--- src/rtl/sdram_arbiter.sv ---
// Two-client round-robin arbiter in front of an SDRAM controller user port.
// Serialises one transaction at a time, routes read data back to its owner and aborts stuck commands.
module sdram_arbiter #(
  parameter int unsigned TIMEOUT = 1023,
  parameter logic        FIRST   = 1'b0
) (
  input  logic        clk,
  input  logic        rst,
  input  logic        c0_req,
  input  logic        c1_req,
  input  logic        c0_rw,
  input  logic        c1_rw,
  input  logic [22:0] c0_addr,
  input  logic [22:0] c1_addr,
  input  logic [31:0] c0_wdata,
  input  logic [31:0] c1_wdata,
  output logic        c0_ack,
  output logic        c1_ack,
  output logic [31:0] c0_rdata,
  output logic [31:0] c1_rdata,
  output logic        c0_rvalid,
  output logic        c1_rvalid,
  output logic [22:0] addr,
  output logic        rw,
  output logic [31:0] data_in,
  output logic        in_valid,
  input  logic [31:0] data_out,
  input  logic        busy,
  input  logic        out_valid,
  output logic        owner,
  output logic        timeout
);

  typedef enum logic [1:0] {
    IDLE       = 2'd0,
    ISSUE      = 2'd1,
    WAIT_START = 2'd2,
    WAIT_DONE  = 2'd3
  } state_t;

  localparam logic [9:0] TIMEOUT_L = 10'(TIMEOUT);

  state_t      state_q, state_d;
  logic        c0_ack_q, c0_ack_d;
  logic        c1_ack_q, c1_ack_d;
  logic [31:0] c0_rdata_q, c0_rdata_d;
  logic [31:0] c1_rdata_q, c1_rdata_d;
  logic        c0_rvalid_q, c0_rvalid_d;
  logic        c1_rvalid_q, c1_rvalid_d;
  logic [22:0] addr_q, addr_d;
  logic        rw_q, rw_d;
  logic [31:0] data_in_q, data_in_d;
  logic        in_valid_q, in_valid_d;
  logic        owner_q, owner_d;
  logic        timeout_q, timeout_d;
  logic        last_q, last_d;
  logic [9:0]  cnt_q, cnt_d;

  logic        in_wait_s;
  logic        start_s;
  logic        grant_s;
  logic        rd_done_s;
  logic        wr_done_s;
  logic        expire_s;

  // Arbitration and completion decode shared by next-state and output logic
  always_comb begin
    in_wait_s = (state_q == WAIT_START) || (state_q == WAIT_DONE);
    start_s   = (state_q == IDLE) && !busy && (c0_req || c1_req);
    // Under contention the client that was not served last wins
    if (c0_req && c1_req) begin
      grant_s = ~last_q;
    end else begin
      grant_s = c1_req;
    end
    rd_done_s = in_wait_s && !rw_q && out_valid;
    wr_done_s = (state_q == WAIT_DONE) && rw_q && !busy;
    expire_s  = in_wait_s && ((cnt_q + 10'd1) == TIMEOUT_L);
  end

  // FSM state register
  always_ff @(posedge clk or negedge rst) begin
    if (!rst) begin
      state_q <= IDLE;
    end else begin
      state_q <= state_d;
    end
  end

  // FSM next-state logic
  always_comb begin
    state_d = state_q;
    case (state_q)
      IDLE: begin
        if (start_s) begin
          state_d = ISSUE;
        end else begin
          state_d = IDLE;
        end
      end
      ISSUE: begin
        state_d = WAIT_START;
      end
      WAIT_START: begin
        if (rd_done_s || expire_s) begin
          state_d = IDLE;
        end else if (busy) begin
          state_d = WAIT_DONE;
        end else begin
          state_d = WAIT_START;
        end
      end
      WAIT_DONE: begin
        if (rd_done_s || wr_done_s || expire_s) begin
          state_d = IDLE;
        end else begin
          state_d = WAIT_DONE;
        end
      end
      default: begin
        state_d = IDLE;
      end
    endcase
  end

  // FSM output logic: next values of every registered output
  always_comb begin
    c0_ack_d    = 1'b0;
    c1_ack_d    = 1'b0;
    c0_rvalid_d = 1'b0;
    c1_rvalid_d = 1'b0;
    in_valid_d  = 1'b0;
    c0_rdata_d  = c0_rdata_q;
    c1_rdata_d  = c1_rdata_q;
    addr_d      = addr_q;
    rw_d        = rw_q;
    data_in_d   = data_in_q;
    owner_d     = owner_q;
    timeout_d   = timeout_q;
    last_d      = last_q;
    cnt_d       = cnt_q;
    case (state_q)
      IDLE: begin
        if (start_s) begin
          owner_d    = grant_s;
          in_valid_d = 1'b1;
          if (grant_s) begin
            addr_d    = c1_addr;
            rw_d      = c1_rw;
            data_in_d = c1_wdata;
            c1_ack_d  = 1'b1;
          end else begin
            addr_d    = c0_addr;
            rw_d      = c0_rw;
            data_in_d = c0_wdata;
            c0_ack_d  = 1'b1;
          end
        end else begin
          cnt_d = cnt_q;
        end
      end
      ISSUE: begin
        cnt_d = 10'd0;
      end
      WAIT_START, WAIT_DONE: begin
        cnt_d = cnt_q + 10'd1;
        // A completion seen on the same cycle as expiry still counts as a completion
        if (rd_done_s) begin
          last_d = owner_q;
          if (owner_q) begin
            c1_rdata_d  = data_out;
            c1_rvalid_d = 1'b1;
          end else begin
            c0_rdata_d  = data_out;
            c0_rvalid_d = 1'b1;
          end
        end else if (wr_done_s) begin
          last_d = owner_q;
        end else if (expire_s) begin
          last_d    = owner_q;
          timeout_d = 1'b1;
        end else begin
          last_d = last_q;
        end
      end
      default: begin
        cnt_d = 10'd0;
      end
    endcase
  end

  // Datapath and output registers
  always_ff @(posedge clk or negedge rst) begin
    if (!rst) begin
      c0_ack_q    <= 1'b0;
      c1_ack_q    <= 1'b0;
      c0_rdata_q  <= 32'd0;
      c1_rdata_q  <= 32'd0;
      c0_rvalid_q <= 1'b0;
      c1_rvalid_q <= 1'b0;
      addr_q      <= 23'd0;
      rw_q        <= 1'b0;
      data_in_q   <= 32'd0;
      in_valid_q  <= 1'b0;
      owner_q     <= FIRST;
      timeout_q   <= 1'b0;
      last_q      <= ~FIRST;
      cnt_q       <= 10'd0;
    end else begin
      c0_ack_q    <= c0_ack_d;
      c1_ack_q    <= c1_ack_d;
      c0_rdata_q  <= c0_rdata_d;
      c1_rdata_q  <= c1_rdata_d;
      c0_rvalid_q <= c0_rvalid_d;
      c1_rvalid_q <= c1_rvalid_d;
      addr_q      <= addr_d;
      rw_q        <= rw_d;
      data_in_q   <= data_in_d;
      in_valid_q  <= in_valid_d;
      owner_q     <= owner_d;
      timeout_q   <= timeout_d;
      last_q      <= last_d;
      cnt_q       <= cnt_d;
    end
  end

  assign c0_ack    = c0_ack_q;
  assign c1_ack    = c1_ack_q;
  assign c0_rdata  = c0_rdata_q;
  assign c1_rdata  = c1_rdata_q;
  assign c0_rvalid = c0_rvalid_q;
  assign c1_rvalid = c1_rvalid_q;
  assign addr      = addr_q;
  assign rw        = rw_q;
  assign data_in   = data_in_q;
  assign in_valid  = in_valid_q;
  assign owner     = owner_q;
  assign timeout   = timeout_q;

endmodule

--- config.mk ---
export PLATFORM = sky130hd
export DESIGN_NAME = sdram_arbiter
export DESIGN_NICKNAME = d
export VERILOG_FILES = /design/src/rtl/sdram_arbiter.sv
export SDC_FILE = /design/constraint.sdc
export NUM_CORES = 1
export LEC_CHECK = 0
export CAP_MARGIN = 10
export CORE_AREA = 2 2 122 124
export DETAILED_ROUTE_END_ITERATION = 16
export DIE_AREA = 0 0 124 126
export PLACE_DENSITY = 0.9
export SLEW_MARGIN = 0
export SYNTH_ARGS = -nofsm -noshare
export SYNTH_HDL_FRONTEND = slang
export SYNTH_SLANG_ARGS = --single-unit
--- constraint.sdc ---
create_clock -name clk -period 2.7 [get_ports clk]
set_input_delay 0.54 -clock clk [delete_from_list [all_inputs] [get_ports clk]]
set_output_delay 0.54 -clock clk [all_outputs]
set_load 0.05 [all_outputs]
==> results of run 1 <==
## flip-flops by register name, summed over array words and instances, names as in the netlist, 2 cells and up
name      cells
state_q       2
data_in      32
c0_rdata     32
c1_rdata     32
cnt_q        10
addr         23
## power by group
group | internal [uW] | switching (uW) | total [uW] | leakage [uW]
Clock | 1510 | 880 | 2390 | 0.000292
Sequential | 3080 | 600 | 3680 | 0.00172
Combinational | 2540 | 4580 | 7130 | 0.00215
## synth_stat cells (all sizes together) (2+ instances only)
cell type	n	area, um^2
inv	65	244
nand3	4	25.0
xor2	3	26.3
a222oi	56	561
clkbuf	17	63.8
a21oi	3	15.0
nand2b	2	20.0
mux2	65	736
dfrtp	139	3480
nand2	15	56.3
nor2	6	22.5
o21ai	9	45.0
and3	2	12.5
ha	2	25.0
nor3	4	20.0
buf	9	43.8
a21o	2	16.3
nand4	2	12.5
xnor2	5	43.8
## cell families after synthesis
family	Yosys count	synth area share [%]
xor+xnor	8	1.26
compound gates	75	12.2
fa+ha+maj	2	0.449
buf+inv	91	6.31
simple gates	38	3.52
mux	66	13.4
flops	140	62.9
## final cells by class
type | instances | area [um^2]
fill | 1051 | 5080
clock buffer | 19 | 453
multi-input combinational | 189 | 1750
inverter | 65 | 244
timing repair buffer | 285 | 2880
sequential | 140 | 3500
tap | 184 | 230
clock inverter | 13 | 165
## metrics by stage
step                      setup WS (ns)  util [%]  instance area, um^2  cells
after detailed placement          0.310      60.2                 8610    863
after CTS                         0.385      64.5                 9230    895
final                             0.410      64.5                 9230    895
after global routing              0.354      64.5                 9230    895
after global placement            0.398      60.2                 8610    863
after floorplan                   0.696         -                 5570    420
## cell usage in the layout (no fill, tap or decap), types with 2 or more instances in the layout
cell type,n
clkdlybuf4s50_1,275
dfrtp_1,139
inv_1,65
mux2_2,64
a222oi_1,56
clkbuf_16,17
nand2_1,15
o21ai_0,8
nor2_1,5
xnor2_1,5
buf_4,5
nor3_1,4
clkinvlp_4,4
buf_12,4
xor2_1,3
bufinv_16,3
nand4_1,2
nand3_1,2
nand3_2,2
a21oi_1,2
ha_1,2
clkinv_2,2
inv_6,2
clkinv_4,2
clkbuf_8,2
## worst paths after layout
check / to / slack [ns] / cells past startpoint
setup / recovery: owner / 0.41 / 1
hold / removal: c0_rdata[0] / 0.08 / 1
setup reg to reg: last_q / 0.47 / 7
hold reg to reg: data_in[25] / 0.49 / 2
max in group asynchronous: last_q / 1.90 / 2
min in group clk: data_in[25] / 0.49 / 2
## metal layers
metal,global-route usage (%),up-vias,wire length (um)
met4,9.65,0,483
li1,-,2096,-
met3,7.52,42,1380
met1,23.5,2316,6240
met2,36.1,216,8560
met5,0,-,0
==> flow_metrics.py, run 1 <==
metrics = {
    "outcome": {
        "status": "complete, no violations",
    },
    "power_and_ir_drop": {
        "power_uw": 13200,
        "ir_worst_vdd_mv": 0.898,
        "power_density_nw_per_um2": 1430,
        "leakagePower_uw": 0.00416,
    },
    "sta": {
        "fin_tns_setup_ns": 0,
        "hold_slack_ns": 0.0805,
        "finClkSkew_ns": 0.00545,
        "hold_viol": 0,
        "final.min_clock_period_ns": 2.29,
        "worst_slew_pin_slew_ns": 0.786,
        "period_share_pct": 84.8,
        "setup_viol": 0,
        "slew_violations": 0,
        "rsz0062_at_grt": "false",
        "clock.fmax_mhz": 437,
        "relSlewSlack_pct": 47.4,
    },
    "cells_and_area": {
        "drive_gt1_share_pct": 16.5,
        "area_delta_synth_final_pct": 65.6,
        "diodes": 0,
        "fin_nets": 850,
    },
    "die": {
        "die-area_um2": 15600,
        "die_width_um": 124,
        "die_y_um": 126,
        "ioPinCount": 277,
        "start_util_pct": 38.9,
        "core-area_um2": 14300,
        "std_cell_rows": 44,
    },
    "routing": {
        "ant_nets": 0,
        "drc_errors": 0,
        "vias": 4670,
        "drt-total-wl_um": 16700,
        "drt_iter0_drc": 454,
        "vias_per_cell": 5.22,
        "avgRoutedWirePerCell_um": 18.6,
        "dr.pass1.iters": 6,
    },
    "global_routing": {
        "grt_max_degree": 58,
        "grt_pass1_wl_um": 25300,
        "grt_overflow": 0,
        "track_usage_pct": 21.2,
        "antenna_found_initial": 0,
        "grt_pass1_vias": 5012,
    },
    "worst_setup_path": {
        "max_stage_delay_ns": 0.86,
        "crit_path_end_kind": "output port",
        "startpoint": "owner",
        "reg2reg_from": "cnt_q[0]",
        "worst_path_max_delay_cell": "clkdlybuf4s50_1",
        "cp.required_ns": 2.16,
        "cp-start-kind": "register",
        "critPathMaxFanout": 5,
        "crit_arrival_ns": 1.75,
        "critPathKind": "reg -> out",
        "crit_family": "buffers and inverters",
        "crit_path_cell_trace": "clkdlybuf4s50_1",
        "path_buf_inv": 1,
    },
    "clocking": {
        "cts_tree": "built",
        "post_cts_resized": 0,
        "cts_buffer_depth": 2,
        "h-tree-depth": 4,
        "clk_pin_slew_ns": 0.06,
        "cts-root-buf": "clkbuf_16",
        "clkLatencyLatePin_ns": 0.41,
        "cts_made_buffers": 17,
        "post-cts-setup-buffer-count": 0,
        "cts_hold_buf": 0,
        "clkSinkCount": 140,
    },
    "yosys": {
        "synth_ff_type": "dfrtp_1",
        "synth_warnings": 0,
        "synth_area_um2": 5570,
        "ys_seq_elements": 140,
        "synth.distinct_cells": 35,
        "synth_edf_count": 0,
        "syn_avg_cell_area_um2": 13.3,
        "yosysSeqAreaShare_pct": 62.9,
        "synthArstFlopShare_pct": 100,
        "syn-instance-count": 420,
        "synth_nets": 572,
    },
    "worst_hold_path": {
        "hold_class": "in -> async",
    },
    "place": {
        "place_hpwl_um": 11900,
        "gp_congestion": 0.930,
        "portBuffers": 276,
    },
    "job": {
        "cap_violations": 0,
    },
}
No activity file was read; power rests on OpenSTA's default activity.
==> run 2: changes to the inputs <==
clock period = 2.4 ns   (was 2.7 ns; I/O delays follow)
==> flow_metrics.py, run 2 (synthesis results as in run 1) <==
metrics = {
    "worst_setup_path": {
        "rrSetupSlack_ns": 0.19,
        "reg2reg_from": "cnt_q[0]",
        "worstReg2RegEnd": "last_q",
        "worst_path_max_delay_cell": "or4b_1",
        "critPathKind": "reg -> reg",
        "r2r_cells": 7,
        "path_buf_inv": 0,
        "cp-start-kind": "register",
        "crit_family": "simple AND/OR/NAND/NOR gates",
        "cp.required_ns": 2.74,
        "crit_path_cell_trace": "ha_1 -> nand2_1 -> or4b_1 -> a21oi_1 -> o211a_1 -> nand2b_4 -> mux2_4",
        "max_stage_delay_ns": 0.46,
        "crit_path_end_kind": "register",
        "critPathMaxFanout": 5,
        "crit_arrival_ns": 2.55,
    },
    "die": {
        "ioPinCount": 277,
        "die_width_um": 124,
        "std_cell_rows": 44,
        "die-area_um2": 15600,
        "core-area_um2": 14300,
        "die_y_um": 126,
        "start_util_pct": 38.9,
    },
    "routing": {
        "vias_per_cell": 5.25,
        "drt_iter0_drc": 536,
        "drt-total-wl_um": 16600,
        "ant_nets": 0,
        "avgRoutedWirePerCell_um": 18.5,
        "drc_errors": 0,
        "dr.pass1.iters": 9,
        "vias": 4706,
    },
    "place": {
        "gp_congestion": 0.955,
        "portBuffers": 276,
        "place_ws_ns": 0.0704,
        "place_hpwl_um": 11900,
    },
    "clocking": {
        "cts-root-buf": "clkbuf_16",
        "clk_pin_slew_ns": 0.06,
        "cts_tree": "built",
        "cts_made_buffers": 17,
        "clkSinkCount": 140,
        "clkLatencyLatePin_ns": 0.41,
        "h-tree-depth": 4,
        "post_cts_resized": 0,
        "cts_buffer_depth": 2,
        "post-cts-setup-buffer-count": 0,
        "cts_hold_buf": 0,
    },
    "sta": {
        "relSlewSlack_pct": 52.1,
        "fin_ws_ns": 0.186,
        "clock.fmax_mhz": 452,
        "slew_violations": 0,
        "period_share_pct": 92.2,
        "fin_tns_setup_ns": 0,
        "setup_viol": 0,
        "rsz0062_at_grt": "false",
        "hold_viol": 0,
        "worst_slew_pin_slew_ns": 0.716,
        "final.min_clock_period_ns": 2.21,
        "finClkSkew_ns": 0.00677,
    },
    "power_and_ir_drop": {
        "seqPwrFrac_pct": 28.1,
        "p_switching_uw": 6800,
        "ir_worst_vdd_mv": 0.944,
        "pwr-share-clk_pct": 17.3,
        "power_density_nw_per_um2": 1600,
        "sw_frac_of_total_pct": 46.2,
        "power_uw": 14700,
        "leakagePower_uw": 0.00417,
        "p_int_uw": 7930,
        "combinationalPowerShare_pct": 54.6,
    },
    "cells_and_area": {
        "fin_nets": 851,
        "diodes": 0,
        "layout_common_cells": "clkdlybuf4s50_1 (275), dfrtp_1 (139), inv_1 (65), mux2_2 (64), a222oi_1 (56)",
        "drive_gt1_share_pct": 16.2,
        "area_delta_synth_final_pct": 65.5,
        "final_common_cell": "clkdlybuf4s50_1",
        "final_core_util_pct": 64.5,
    },
    "global_routing": {
        "grt_overflow": 0,
        "grt_pass1_wl_um": 24900,
        "grt_pass1_vias": 5016,
        "antenna_found_initial": 0,
        "grt_max_degree": 59,
        "track_usage_pct": 20.8,
    },
    "worst_hold_path": {
        "hold_class": "in -> async",
    },
    "job": {
        "cap_violations": 0,
    },
    "outcome": {
        "status": "complete, no violations",
    },
}
## run 2: worst max-delay path by stage
stage / from / end / slack [ns] / depth (start not counted)
2_1_floorplan: cnt_q[0] / last_q / 0.40 / 7
3_3_place_gp: busy / rw / 0.15 / 6
3_5_place_dp: c0_req / addr[16] / 0.07 / 6
4_1_cts: owner / owner / 0.18 / 1
5_1_grt: cnt_q[0] / last_q / 0.11 / 7
6_report: cnt_q[0] / last_q / 0.19 / 7
## run 2: cell type report
class | count | area, um^2
Tap cell | 184 | 230
Inverter | 65 | 244
Clock buffer | 22 | 464
Fill cell | 1039 | 5090
Sequential cell | 140 | 3500
Clock inverter | 10 | 116
Multi-Input combinational cell | 189 | 1750
Timing Repair Buffer | 286 | 2910
## run 2: metrics by stage
step                      cell area (um^2)  hold WS [ns]  std cells
after floorplan                       5570         0.184        420
after global placement                8650         0.468        864
after detailed placement              8650         0.475        864
after CTS                             9230        0.0446        896
after global routing                  9230        0.0743        896
final                                 9230        0.0316        896
## run 2: worst reg2reg max path, stage by stage (launching register included)
cell and delay (ns):
dfrtp_1 0.41, ha_1 0.27, nand2_1 0.13, or4b_1 0.46
a21oi_1 0.19, o211a_1 0.25, nand2b_4 0.15, mux2_4 0.29
## run 2: per-layer routing
layer  GRT usage [%]  vias to the layer above  share of wire, %  wire, um
met5               0                        -                 0         0
met3            7.65                       33               8.8      1450
met1            22.7                     2360                38      6260
met4            9.12                        0               2.4       401
li1                -                     2093                 -         -
met2            36.0                      220                51      8450
## run 2: power groups by stage
| stage | logic [uW] | clock network [uW] | registers (uW) |
|---|---|---|---|
| after global routing | 8390 | 2710 | 4260 |
| after floorplan | 1530 | 0 | 7650 |
| after detailed placement | 8070 | 0 | 4150 |
| final | 8040 | 2550 | 4130 |
| after global placement | 7910 | 0 | 4080 |
| after CTS | 8100 | 2600 | 4140 |
==> run 3: changes to the inputs <==
clock period = 2.3 ns   (was 2.4 ns; I/O delays follow)
==> flow_metrics.py, run 3 (synthesis results as in run 1) <==
metrics = {
    "cells_and_area": {
        "multi_input_area_um2": 1760,
        "layout_common_cells": "clkdlybuf4s50_1 (275), dfrtp_1 (139), inv_1 (65), mux2_2 (64), a222oi_1 (56)",
        "area_delta_synth_final_pct": 65.6,
        "fin_nets": 855,
        "fill_cells": 1061,
        "drive_gt1_share_pct": 16.5,
        "diodes": 0,
        "seq_area_um2": 3500,
        "final_core_util_pct": 64.5,
        "final_common_cell": "clkdlybuf4s50_1",
        "stdcell_count": 898,
    },
    "routing": {
        "avgRoutedWirePerCell_um": 18.0,
        "drt_iter0_drc": 367,
        "vias": 4644,
        "vias_per_cell": 5.17,
        "ant_nets": 0,
        "dr.pass1.iters": 9,
        "drc_errors": 0,
        "drt-total-wl_um": 16200,
    },
    "worst_setup_path": {
        "crit_arrival_ns": 1.77,
        "reg2reg_from": "cnt_q[0]",
        "crit_family": "buffers and inverters",
        "critPathMaxFanout": 5,
        "worst_path_max_delay_cell": "clkdlybuf4s50_1",
        "critPathKind": "reg -> out",
        "max_stage_delay_ns": 0.89,
        "crit_cells": 1,
        "crit_path_cell_trace": "clkdlybuf4s50_1",
        "crit_path_end_kind": "output port",
        "startpoint": "owner",
        "cp.required_ns": 1.84,
        "r2r_cells": 7,
        "path_buf_inv": 1,
        "cp-start-kind": "register",
    },
    "place": {
        "portBuffers": 276,
        "dp_cells": 865,
        "place_ws_ns": 0.0390,
        "gp_congestion": 0.915,
        "place_hpwl_um": 11700,
    },
    "die": {
        "ioPinCount": 277,
        "core-area_um2": 14300,
        "die-area_um2": 15600,
        "die_width_um": 124,
        "start_util_pct": 38.9,
        "die_y_um": 126,
        "std_cell_rows": 44,
    },
    "sta": {
        "finClkSkew_ns": 0.00688,
        "clock.fmax_mhz": 448,
        "fin_ws_ns": 0.0654,
        "worst_slew_pin_slew_ns": 0.665,
        "slew_violations": 0,
        "setup_viol": 0,
        "period_share_pct": 97.2,
        "fin_tns_setup_ns": 0,
        "hold_viol": 0,
        "final.min_clock_period_ns": 2.23,
        "relSlewSlack_pct": 55.5,
        "rsz0062_at_grt": "false",
    },
    "outcome": {
        "status": "complete, no violations",
    },
    "global_routing": {
        "grt_overflow": 0,
        "grt_pass1_vias": 4999,
        "antenna_found_initial": 0,
        "track_usage_pct": 20.8,
        "grt_pass1_wl_um": 25100,
        "grt_max_degree": 58,
    },
    "job": {
        "cap_violations": 0,
    },
    "clocking": {
        "cts-root-buf": "clkbuf_16",
        "cts_made_buffers": 17,
        "cts_buffer_depth": 2,
        "h-tree-depth": 4,
        "cts_tree": "built",
        "clk_pin_slew_ns": 0.05,
        "clkSinkCount": 140,
        "clkLatencyLatePin_ns": 0.41,
    },
    "worst_hold_path": {
        "hold_class": "reg -> reg",
        "hold_path_depth": 1,
        "hold_start": "timeout",
    },
    "power_and_ir_drop": {
        "power_density_nw_per_um2": 1640,
        "leakagePower_uw": 0.00417,
        "ir_worst_vdd_mv": 1.13,
    },
}
==> run 3: area by class of cell <==
class | instances | share of cell area [%]
inverter | 65 | 2.64
timing repair buffer | 290 | 32.1
multi-input combinational | 189 | 19.1
tap | 184 | 2.49
clock buffer | 22 | 5.03
clock inverter | 8 | 0.759
sequential | 140 | 38.0
==> run 3: power breakdown <==
part / internal [uW] / switching (uW)
registers: 3610 / 717
clock network: 1520 / 953
logic: 3020 / 5340
==> run 3: worst paths after layout <==
kind / end / slack [ns]
worst max-delay path: owner / 0.07
worst max register to register: last_q / 0.18
max in group asynchronous: addr[2] / 1.11
worst min register to register: timeout / 0.48
min in group asynchronous: data_in[21] / 0.56
worst min-delay path: timeout / 0.48
==> run 3: timing repair <==
item	in CTS	in global routing
hold buffers	1	0
hold endpoints to repair	46	0
setup endpoints to repair	0	1
gates resized for setup	0	2
buffers inserted	0	2
==> run 3: per-stage QoR <==
stage / hold WS, ns / total power, uW / area, um^2
floorplan: 0.164 / 9580 / 5570
global placement: 0.428 / 12500 / 8670
detailed placement: 0.438 / 12800 / 8670
CTS: 0.475 / 15300 / 9210
global route: 0.499 / 15900 / 9230
finish: 0.475 / 15200 / 9230
==> run 3: metal layers <==
metal  part of all wire [%]  track usage [%]
met4                    2.1             8.26
met1                     39             23.7
met3                    8.5             6.43
met2                     51             36.0
met5                      0                0
